### config.mk
export PLATFORM = sky130hd
export DESIGN_NAME = ram_port_arbiter_flat
export DESIGN_NICKNAME = d
export VERILOG_FILES = /design/src/rtl/ram_port_arbiter_if.sv /design/src/rtl/ram_port_arbiter.sv /design/src/flat_wrapper.sv
export SDC_FILE = /design/constraint.sdc
export NUM_CORES = 1
export LEC_CHECK = 0
export ABC_AREA = 1
export CAP_MARGIN = 20
export CORE_MARGIN = 4
export CORE_UTILIZATION = 42
export CTS_CLUSTER_SIZE = 12
export DETAILED_ROUTE_END_ITERATION = 10
export GPL_ROUTABILITY_DRIVEN = 0
export PLACE_DENSITY = 0.74
export SYNTH_ARGS = -nofsm -noshare
export SYNTH_HDL_FRONTEND = slang
export SYNTH_SLANG_ARGS = --single-unit
### constraint.sdc
create_clock -name clk -period 1.6 [get_ports clk]
set_input_delay 0.32 -clock clk [delete_from_list [all_inputs] [get_ports clk]]
set_output_delay 0.32 -clock clk [all_outputs]
set_load 0.01 [all_outputs]
### src/rtl/ram_port_arbiter_if.sv
// Handshake and RAM-pin bundle for ram_port_arbiter.
// "master" is the environment: both requesters plus the RAM read-data pin.
// "slave" is the arbiter itself.
interface ram_port_arbiter_if #(
    parameter int DATA_WIDTH = 8,
    parameter int ADDR_WIDTH = 8
);
    // Requester A
    logic                  req_a;
    logic                  wr_a;
    logic [ADDR_WIDTH-1:0] addr_a;
    logic [DATA_WIDTH-1:0] wdata_a;
    logic                  ack_a;

    // Requester B
    logic                  req_b;
    logic                  wr_b;
    logic [ADDR_WIDTH-1:0] addr_b;
    logic [DATA_WIDTH-1:0] wdata_b;
    logic                  ack_b;

    // Shared results
    logic [DATA_WIDTH-1:0] rdata;
    logic                  busy;

    // RAM port pins
    logic [ADDR_WIDTH-1:0] ram_address;
    logic                  ram_cs;
    logic                  ram_we;
    logic                  ram_oe;
    logic [DATA_WIDTH-1:0] ram_dout;
    logic                  ram_dout_en;
    logic [DATA_WIDTH-1:0] ram_din;

    modport master (
        output req_a, wr_a, addr_a, wdata_a,
        output req_b, wr_b, addr_b, wdata_b,
        output ram_din,
        input  ack_a, ack_b, rdata, busy,
        input  ram_address, ram_cs, ram_we, ram_oe, ram_dout, ram_dout_en
    );

    modport slave (
        input  req_a, wr_a, addr_a, wdata_a,
        input  req_b, wr_b, addr_b, wdata_b,
        input  ram_din,
        output ack_a, ack_b, rdata, busy,
        output ram_address, ram_cs, ram_we, ram_oe, ram_dout, ram_dout_en
    );
endinterface

### src/rtl/ram_port_arbiter.sv
// Round-robin arbiter and strobe sequencer sharing one asynchronous RAM port
// between requesters A and B. Each transaction runs
// IDLE -> SETUP -> ACCESS (ACCESS_CYCLES cycles) -> RELEASE -> IDLE.
// Every output is a register whose next value is derived from the state
// being entered, so the RAM pins never glitch.
// ACCESS_CYCLES must lie in 1..15 (it loads a 4-bit down-counter).
module ram_port_arbiter #(
    parameter int DATA_WIDTH    = 8,
    parameter int ADDR_WIDTH    = 8,
    parameter int ACCESS_CYCLES = 2
) (
    input logic             clk,
    input logic             reset,
    ram_port_arbiter_if.slave bus
);

    typedef enum logic [1:0] {
        IDLE    = 2'd0,
        SETUP   = 2'd1,
        ACCESS  = 2'd2,
        RELEASE = 2'd3
    } state_t;

    localparam logic [3:0] CNT_LOAD = 4'(ACCESS_CYCLES - 1);
    localparam logic       SEL_A    = 1'b0;
    localparam logic       SEL_B    = 1'b1;

    // Control state
    state_t     state, state_nx;
    logic [3:0] cnt, cnt_nx;
    logic       last, last_nx;
    logic       gnt, gnt_nx;

    // Fields of the granted requester, frozen at the grant edge
    logic                  wr_l, wr_nx;
    logic [ADDR_WIDTH-1:0] addr_l, addr_nx;
    logic [DATA_WIDTH-1:0] wdata_l, wdata_nx;

    // Registered outputs and their next values
    logic                  ack_a_q, ack_a_nx;
    logic                  ack_b_q, ack_b_nx;
    logic [DATA_WIDTH-1:0] rdata_q, rdata_nx;
    logic                  busy_q, busy_nx;
    logic [ADDR_WIDTH-1:0] address_q, address_nx;
    logic                  cs_q, cs_nx;
    logic                  we_q, we_nx;
    logic                  oe_q, oe_nx;
    logic [DATA_WIDTH-1:0] dout_q, dout_nx;
    logic                  dout_en_q, dout_en_nx;
    logic                  active;

    // Next-state, arbitration and next registered-output values
    always_comb begin
        state_nx = state;
        cnt_nx   = cnt;
        last_nx  = last;
        gnt_nx   = gnt;
        wr_nx    = wr_l;
        addr_nx  = addr_l;
        wdata_nx = wdata_l;
        rdata_nx = rdata_q;

        case (state)
            IDLE: begin
                // A wins a tie only when B was served last
                if (bus.req_a && (!bus.req_b || last == SEL_B)) begin
                    gnt_nx   = SEL_A;
                    last_nx  = SEL_A;
                    wr_nx    = bus.wr_a;
                    addr_nx  = bus.addr_a;
                    wdata_nx = bus.wdata_a;
                    state_nx = SETUP;
                end else if (bus.req_b) begin
                    gnt_nx   = SEL_B;
                    last_nx  = SEL_B;
                    wr_nx    = bus.wr_b;
                    addr_nx  = bus.addr_b;
                    wdata_nx = bus.wdata_b;
                    state_nx = SETUP;
                end
            end
            SETUP: begin
                cnt_nx   = CNT_LOAD;
                state_nx = ACCESS;
            end
            ACCESS: begin
                if (cnt == 4'd0) begin
                    state_nx = RELEASE;
                    // RAM output is still enabled on this edge
                    if (!wr_l) begin
                        rdata_nx = bus.ram_din;
                    end
                end else begin
                    cnt_nx = cnt - 4'd1;
                end
            end
            RELEASE: begin
                state_nx = IDLE;
            end
            default: begin
                state_nx = IDLE;
            end
        endcase

        // Outputs describe the state about to be entered
        active     = (state_nx != IDLE);
        busy_nx    = active;
        cs_nx      = active;
        address_nx = active ? addr_nx : '0;
        dout_en_nx = active && wr_nx;
        dout_nx    = dout_en_nx ? wdata_nx : '0;
        we_nx      = (state_nx == ACCESS) && wr_nx;
        oe_nx      = (state_nx == ACCESS) && !wr_nx;
        ack_a_nx   = (state_nx == RELEASE) && (gnt_nx == SEL_A);
        ack_b_nx   = (state_nx == RELEASE) && (gnt_nx == SEL_B);
    end

    // Control state and output registers; reset aborts any transaction
    always_ff @(posedge clk or posedge reset) begin
        if (reset) begin
            state     <= IDLE;
            cnt       <= 4'd0;
            last      <= SEL_B;
            gnt       <= SEL_A;
            ack_a_q   <= 1'b0;
            ack_b_q   <= 1'b0;
            rdata_q   <= '0;
            busy_q    <= 1'b0;
            address_q <= '0;
            cs_q      <= 1'b0;
            we_q      <= 1'b0;
            oe_q      <= 1'b0;
            dout_q    <= '0;
            dout_en_q <= 1'b0;
        end else begin
            state     <= state_nx;
            cnt       <= cnt_nx;
            last      <= last_nx;
            gnt       <= gnt_nx;
            ack_a_q   <= ack_a_nx;
            ack_b_q   <= ack_b_nx;
            rdata_q   <= rdata_nx;
            busy_q    <= busy_nx;
            address_q <= address_nx;
            cs_q      <= cs_nx;
            we_q      <= we_nx;
            oe_q      <= oe_nx;
            dout_q    <= dout_nx;
            dout_en_q <= dout_en_nx;
        end
    end

    // Latched request fields; only consumed while a grant is active
    always_ff @(posedge clk) begin
        wr_l    <= wr_nx;
        addr_l  <= addr_nx;
        wdata_l <= wdata_nx;
    end

    assign bus.ack_a       = ack_a_q;
    assign bus.ack_b       = ack_b_q;
    assign bus.rdata       = rdata_q;
    assign bus.busy        = busy_q;
    assign bus.ram_address = address_q;
    assign bus.ram_cs      = cs_q;
    assign bus.ram_we      = we_q;
    assign bus.ram_oe      = oe_q;
    assign bus.ram_dout    = dout_q;
    assign bus.ram_dout_en = dout_en_q;

endmodule

### src/flat_wrapper.sv
// flat-port wrapper written by rule: the top's interface ports become plain ports
module ram_port_arbiter_flat 
#(
    parameter int DATA_WIDTH    = 8,
    parameter int ADDR_WIDTH    = 8,
    parameter int ACCESS_CYCLES = 2
)
  (clk, reset, bus_req_a, bus_wr_a, bus_addr_a, bus_wdata_a, bus_req_b, bus_wr_b, bus_addr_b, bus_wdata_b, bus_ram_din, bus_ack_a, bus_ack_b, bus_rdata, bus_busy, bus_ram_address, bus_ram_cs, bus_ram_we, bus_ram_oe, bus_ram_dout, bus_ram_dout_en);
  ram_port_arbiter_if #(.DATA_WIDTH(DATA_WIDTH), .ADDR_WIDTH(ADDR_WIDTH)) bus_i ();
  input logic clk;
  input logic reset;
  input wire logic [$bits(bus_i.req_a)-1:0] bus_req_a;
  input wire logic [$bits(bus_i.wr_a)-1:0] bus_wr_a;
  input wire logic [$bits(bus_i.addr_a)-1:0] bus_addr_a;
  input wire logic [$bits(bus_i.wdata_a)-1:0] bus_wdata_a;
  input wire logic [$bits(bus_i.req_b)-1:0] bus_req_b;
  input wire logic [$bits(bus_i.wr_b)-1:0] bus_wr_b;
  input wire logic [$bits(bus_i.addr_b)-1:0] bus_addr_b;
  input wire logic [$bits(bus_i.wdata_b)-1:0] bus_wdata_b;
  input wire logic [$bits(bus_i.ram_din)-1:0] bus_ram_din;
  output wire logic [$bits(bus_i.ack_a)-1:0] bus_ack_a;
  output wire logic [$bits(bus_i.ack_b)-1:0] bus_ack_b;
  output wire logic [$bits(bus_i.rdata)-1:0] bus_rdata;
  output wire logic [$bits(bus_i.busy)-1:0] bus_busy;
  output wire logic [$bits(bus_i.ram_address)-1:0] bus_ram_address;
  output wire logic [$bits(bus_i.ram_cs)-1:0] bus_ram_cs;
  output wire logic [$bits(bus_i.ram_we)-1:0] bus_ram_we;
  output wire logic [$bits(bus_i.ram_oe)-1:0] bus_ram_oe;
  output wire logic [$bits(bus_i.ram_dout)-1:0] bus_ram_dout;
  output wire logic [$bits(bus_i.ram_dout_en)-1:0] bus_ram_dout_en;
  assign bus_i.req_a = bus_req_a;
  assign bus_i.wr_a = bus_wr_a;
  assign bus_i.addr_a = bus_addr_a;
  assign bus_i.wdata_a = bus_wdata_a;
  assign bus_i.req_b = bus_req_b;
  assign bus_i.wr_b = bus_wr_b;
  assign bus_i.addr_b = bus_addr_b;
  assign bus_i.wdata_b = bus_wdata_b;
  assign bus_i.ram_din = bus_ram_din;
  assign bus_ack_a = bus_i.ack_a;
  assign bus_ack_b = bus_i.ack_b;
  assign bus_rdata = bus_i.rdata;
  assign bus_busy = bus_i.busy;
  assign bus_ram_address = bus_i.ram_address;
  assign bus_ram_cs = bus_i.ram_cs;
  assign bus_ram_we = bus_i.ram_we;
  assign bus_ram_oe = bus_i.ram_oe;
  assign bus_ram_dout = bus_i.ram_dout;
  assign bus_ram_dout_en = bus_i.ram_dout_en;
  ram_port_arbiter #(.DATA_WIDTH(DATA_WIDTH), .ADDR_WIDTH(ADDR_WIDTH), .ACCESS_CYCLES(ACCESS_CYCLES)) u_core (.clk(clk), .reset(reset), .bus(bus_i));
endmodule
==> impl_metrics.csv <==
group,metric,value,unit
global_route,grt_pass1_vias,1963,
final_layout,syn2layout_area_growth,47.0,%
drt,drt-initial-drc-count,81,
yosys,syn_area_per_cell,8.09,um2
floorplanning,die_y,83.4,um
global_route,grt_max_degree,39,
drt,ant_nets,0,
cts,cts_root_buf,"clkbuf_8",
yosys,synth_fp_nets,347,
final_layout,design_area,3510,um2
final_layout,drive_above_1_share,10.5,%
drt,drc,0,
yosys,synth_common_cells,"inv_1 (81), nand2_1 (69), dfrtp_1 (37), nor2_1 (29), nand3_1 (18)",
cts,cts_tree,"built",
critical_path,r2r_cells,9,
final_layout,diodes,0,
critical_path,cp-startpoint,"u_core.bus.rdata[0]",
yosys,yosys.cell_count.top_type,"inv_1",
floorplanning,start_util,43.4,%
sta,setup_violations,0,
sta,max_slew.worst_pin.slew,0.216,ns
drt,vias_per_cell,4.29,
final_layout,seqCellArea,1290,um2
critical_path,path_buf_inv,1,
critical_path,r2r-end,"u_core.bus.ram_dout[4]",
cts,clkLatencyLatePin,0.30,ns
critical_path,setup.worst_path.end,"bus_rdata[0]",
power,irDropWorstVdd,0.00106,V
drt,drt_first_pass_iters,4,
placed_design,placed_area,3390,um2
sta,maxSlewViolCount,0,
global_route,grt_overflow_total,0,
yosys,ys_warn_count,0,
yosys,ys_seq_area_share,54.1,%
critical_path,path_depth,1,
global_route,grt_pass1_wl,8520,um
cts,cts_resized,0,
floorplanning,rows,27,
cts,postCtsHoldBufs,0,
global_route,antenna_found_initial,0,
global_route,grt_use_total,14.9,%
critical_path,required,1.28,ns
critical_path,reg2reg_slack,0.14,ns
yosys,ys_top_cells_by_area,"dfrtp_1 (39%), dfxtp_1 (14%), inv_1 (13%), nand2_1 (11%), nor2_1 (4.6%)",
yosys,netlist_instances,295,
hold_path,min_path_type,"primary input to asynchronous set/reset pin",
critical_path,cp_slowest_cell,"clkdlybuf4s50_1",
floorplanning,dieArea,6950,um2
placed_design,numPlacedInstances,456,
sta,rsz0062_at_grt,"no",
critical_path,end_kind,"primary output",
yosys,yosysUniqueCellTypes,26,
floorplanning,core,5510,um2
critical_path,cp.arrival,1.20,ns
sta,clock_skew,0.0103,ns
yosys,synth_edf_count,0,
critical_path,crit_chain,"clkdlybuf4s50_1",
cts,postCtsSetupBuffers,0,
drt,vias,1989,
critical_path,crit_type,"register to primary output",
critical_path,worstReg2RegStart,"u_core.state[1]",
sta,period_share,94.7,%
cts,cts_buffers,5,
yosys,synth.top_cell.area_share,38.8,%
final_layout,nNetsFinal,443,
yosys,async_reset_ff_share,69.1,%
status,outcome,"complete, no violations",
sta,relSlewSlack,85.5,%
floorplanning,ios,77,
cts,clk_pin_slew,0.09,ns
yosys,yosys_most_used_dff,"dfrtp_1",
drt,post_drt_wl_per_cell,10.6,um
power,powerDensity,1870,nW/um2
cts,clk_path_buf_depth,2,
floorplanning,die_width,83.4,um
placed_design,dpl.hpwl,3790,um
sta,fmax,0.660,GHz
cts,htreeDepth,2,
critical_path,start_kind,"register",
flow_run,maxCapViolCount,0,
final_layout,final_cells,464,
critical_path,critPathMaxStageDelay,0.54,ns
critical_path,critPathMaxFanout,2,
yosys,synth_seq_cells,55,
cts,clock_sinks,55,
placed_design,io_buffers,76,
critical_path,crit_family,"buffers and inverters",
yosys,synth_area,2390,um2
yosys,yosys.area.top_type,"dfrtp_1",
sta,finalCriticalPeriod,1.52,ns
sta,hold_viol_final,0,
final_layout,multi_input_area,776,um2
power,leakage,0.00188,uW
drt,wirelength,4910,um
final_layout,fillCellCount,467,
-- stage by stage --
step                      total power, uW  hold slack (ns)  TNS (ns)  utilization [%]  setup WS, ns
after CTS                            6570            0.375         0             63.4        0.0249
after global routing                 7170            0.409         0             63.7       0.00551
final                                6570            0.369         0             63.7        0.0848
after global placement               5660            0.504     -1.15             61.5       -0.0656
after floorplan                      4190            0.441         0                -         0.170
after detailed placement             5740            0.510     -1.75             61.5        -0.108
-- final cells by class --
type	count	share of cell area [%]
Clock buffer	8	2.89
Timing Repair Buffer	93	26.7
Multi-Input combinational cell	153	22.1
Tap cell	72	2.57
Sequential cell	55	36.8
Inverter	83	8.88
-- worst register-to-register path: stages (launching register included) --
cell     delay [ns]
dfrtp_1        0.39
inv_1          0.13
ha_4           0.18
nand2_1        0.08
inv_2          0.10
nand2_4        0.08
nor2_2         0.16
nor2_4         0.07
nand2_4        0.11
nor2_1         0.06
-- layout by cell type, fill, tap and decap left out --
cell              n
clkbuf_16         1
nand4_1           2
inv_2             5
nand3_1          18
ha_4              1
buf_12            4
dfxtp_1          17
o22ai_1           3
o21ai_0          11
nor3_4            1
nor2_2            1
nand2_1          69
clkdlybuf4s50_1  76
a21oi_2           1
dfstp_2           1
clkbuf_1          2
a21oi_1           1
dfrtp_1          37
nor2_4            2
xnor2_1           1
ha_1              5
nand3_4           1
nand2_4           2
clkbuf_8          5
nor2_1           29
a31oi_1           1
nor3_1            1
buf_4            13
nand2_2           1
inv_1            78
o21ai_2           1
nand3_2           1
-- kinds of logic (layout without fill, tap and decap cells) --
family,Yosys count,in the layout,synth area share [%]
AO/OA/AOI/OAI,18,18,4.30
XOR/XNOR,1,1,0.367
adder cells (fa/ha/maj),6,6,3.14
buffers and inverters,87,184,14.2
flip-flops,55,55,54.1
AND/OR/NAND/NOR,128,128,23.8
-- where the power goes --
part           switching [uW]  internal (uW)  total (uW)
sequential                228           2090        2320
clock                     394            405         800
combinational            1770           1680        3450
-- registers in the layout, summed over array words and instances (netlist names) --
| signal | count |
|---|---|
| u_core.addr_l | 8 |
| u_core.bus.ack_a | 1 |
| u_core.bus.ack_b | 1 |
| u_core.bus.busy | 1 |
| u_core.bus.ram_address | 8 |
| u_core.bus.ram_dout | 8 |
| u_core.bus.ram_dout_en | 1 |
| u_core.bus.ram_oe | 1 |
| u_core.bus.ram_we | 1 |
| u_core.bus.rdata | 8 |
| u_core.cnt | 4 |
| u_core.gnt | 1 |
| u_core.last | 1 |
| u_core.state | 2 |
| u_core.wdata_l | 8 |
| u_core.wr_l | 1 |
-- per-layer routing --
layer,routed length (um),global-route usage [%]
met3,382,4.76
met2,2260,25.9
met5,0,0
met1,2240,18.0
met4,27,3.12
-- how the worst min path moves through the flow --
stage,from,endpoint,slack [ns]
floorplan,bus_ram_din[0],u_core.bus.rdata[0],0.44
global placement,u_core.addr_l[6],u_core.addr_l[6],0.50
detailed placement,u_core.addr_l[0],u_core.addr_l[0],0.51
CTS,reset,u_core.bus.ram_dout[1],0.37
global route,reset,u_core.bus.ram_dout[1],0.41
finish,reset,u_core.bus.ram_address[2],0.37
Power figures use the tool's default switching activity.
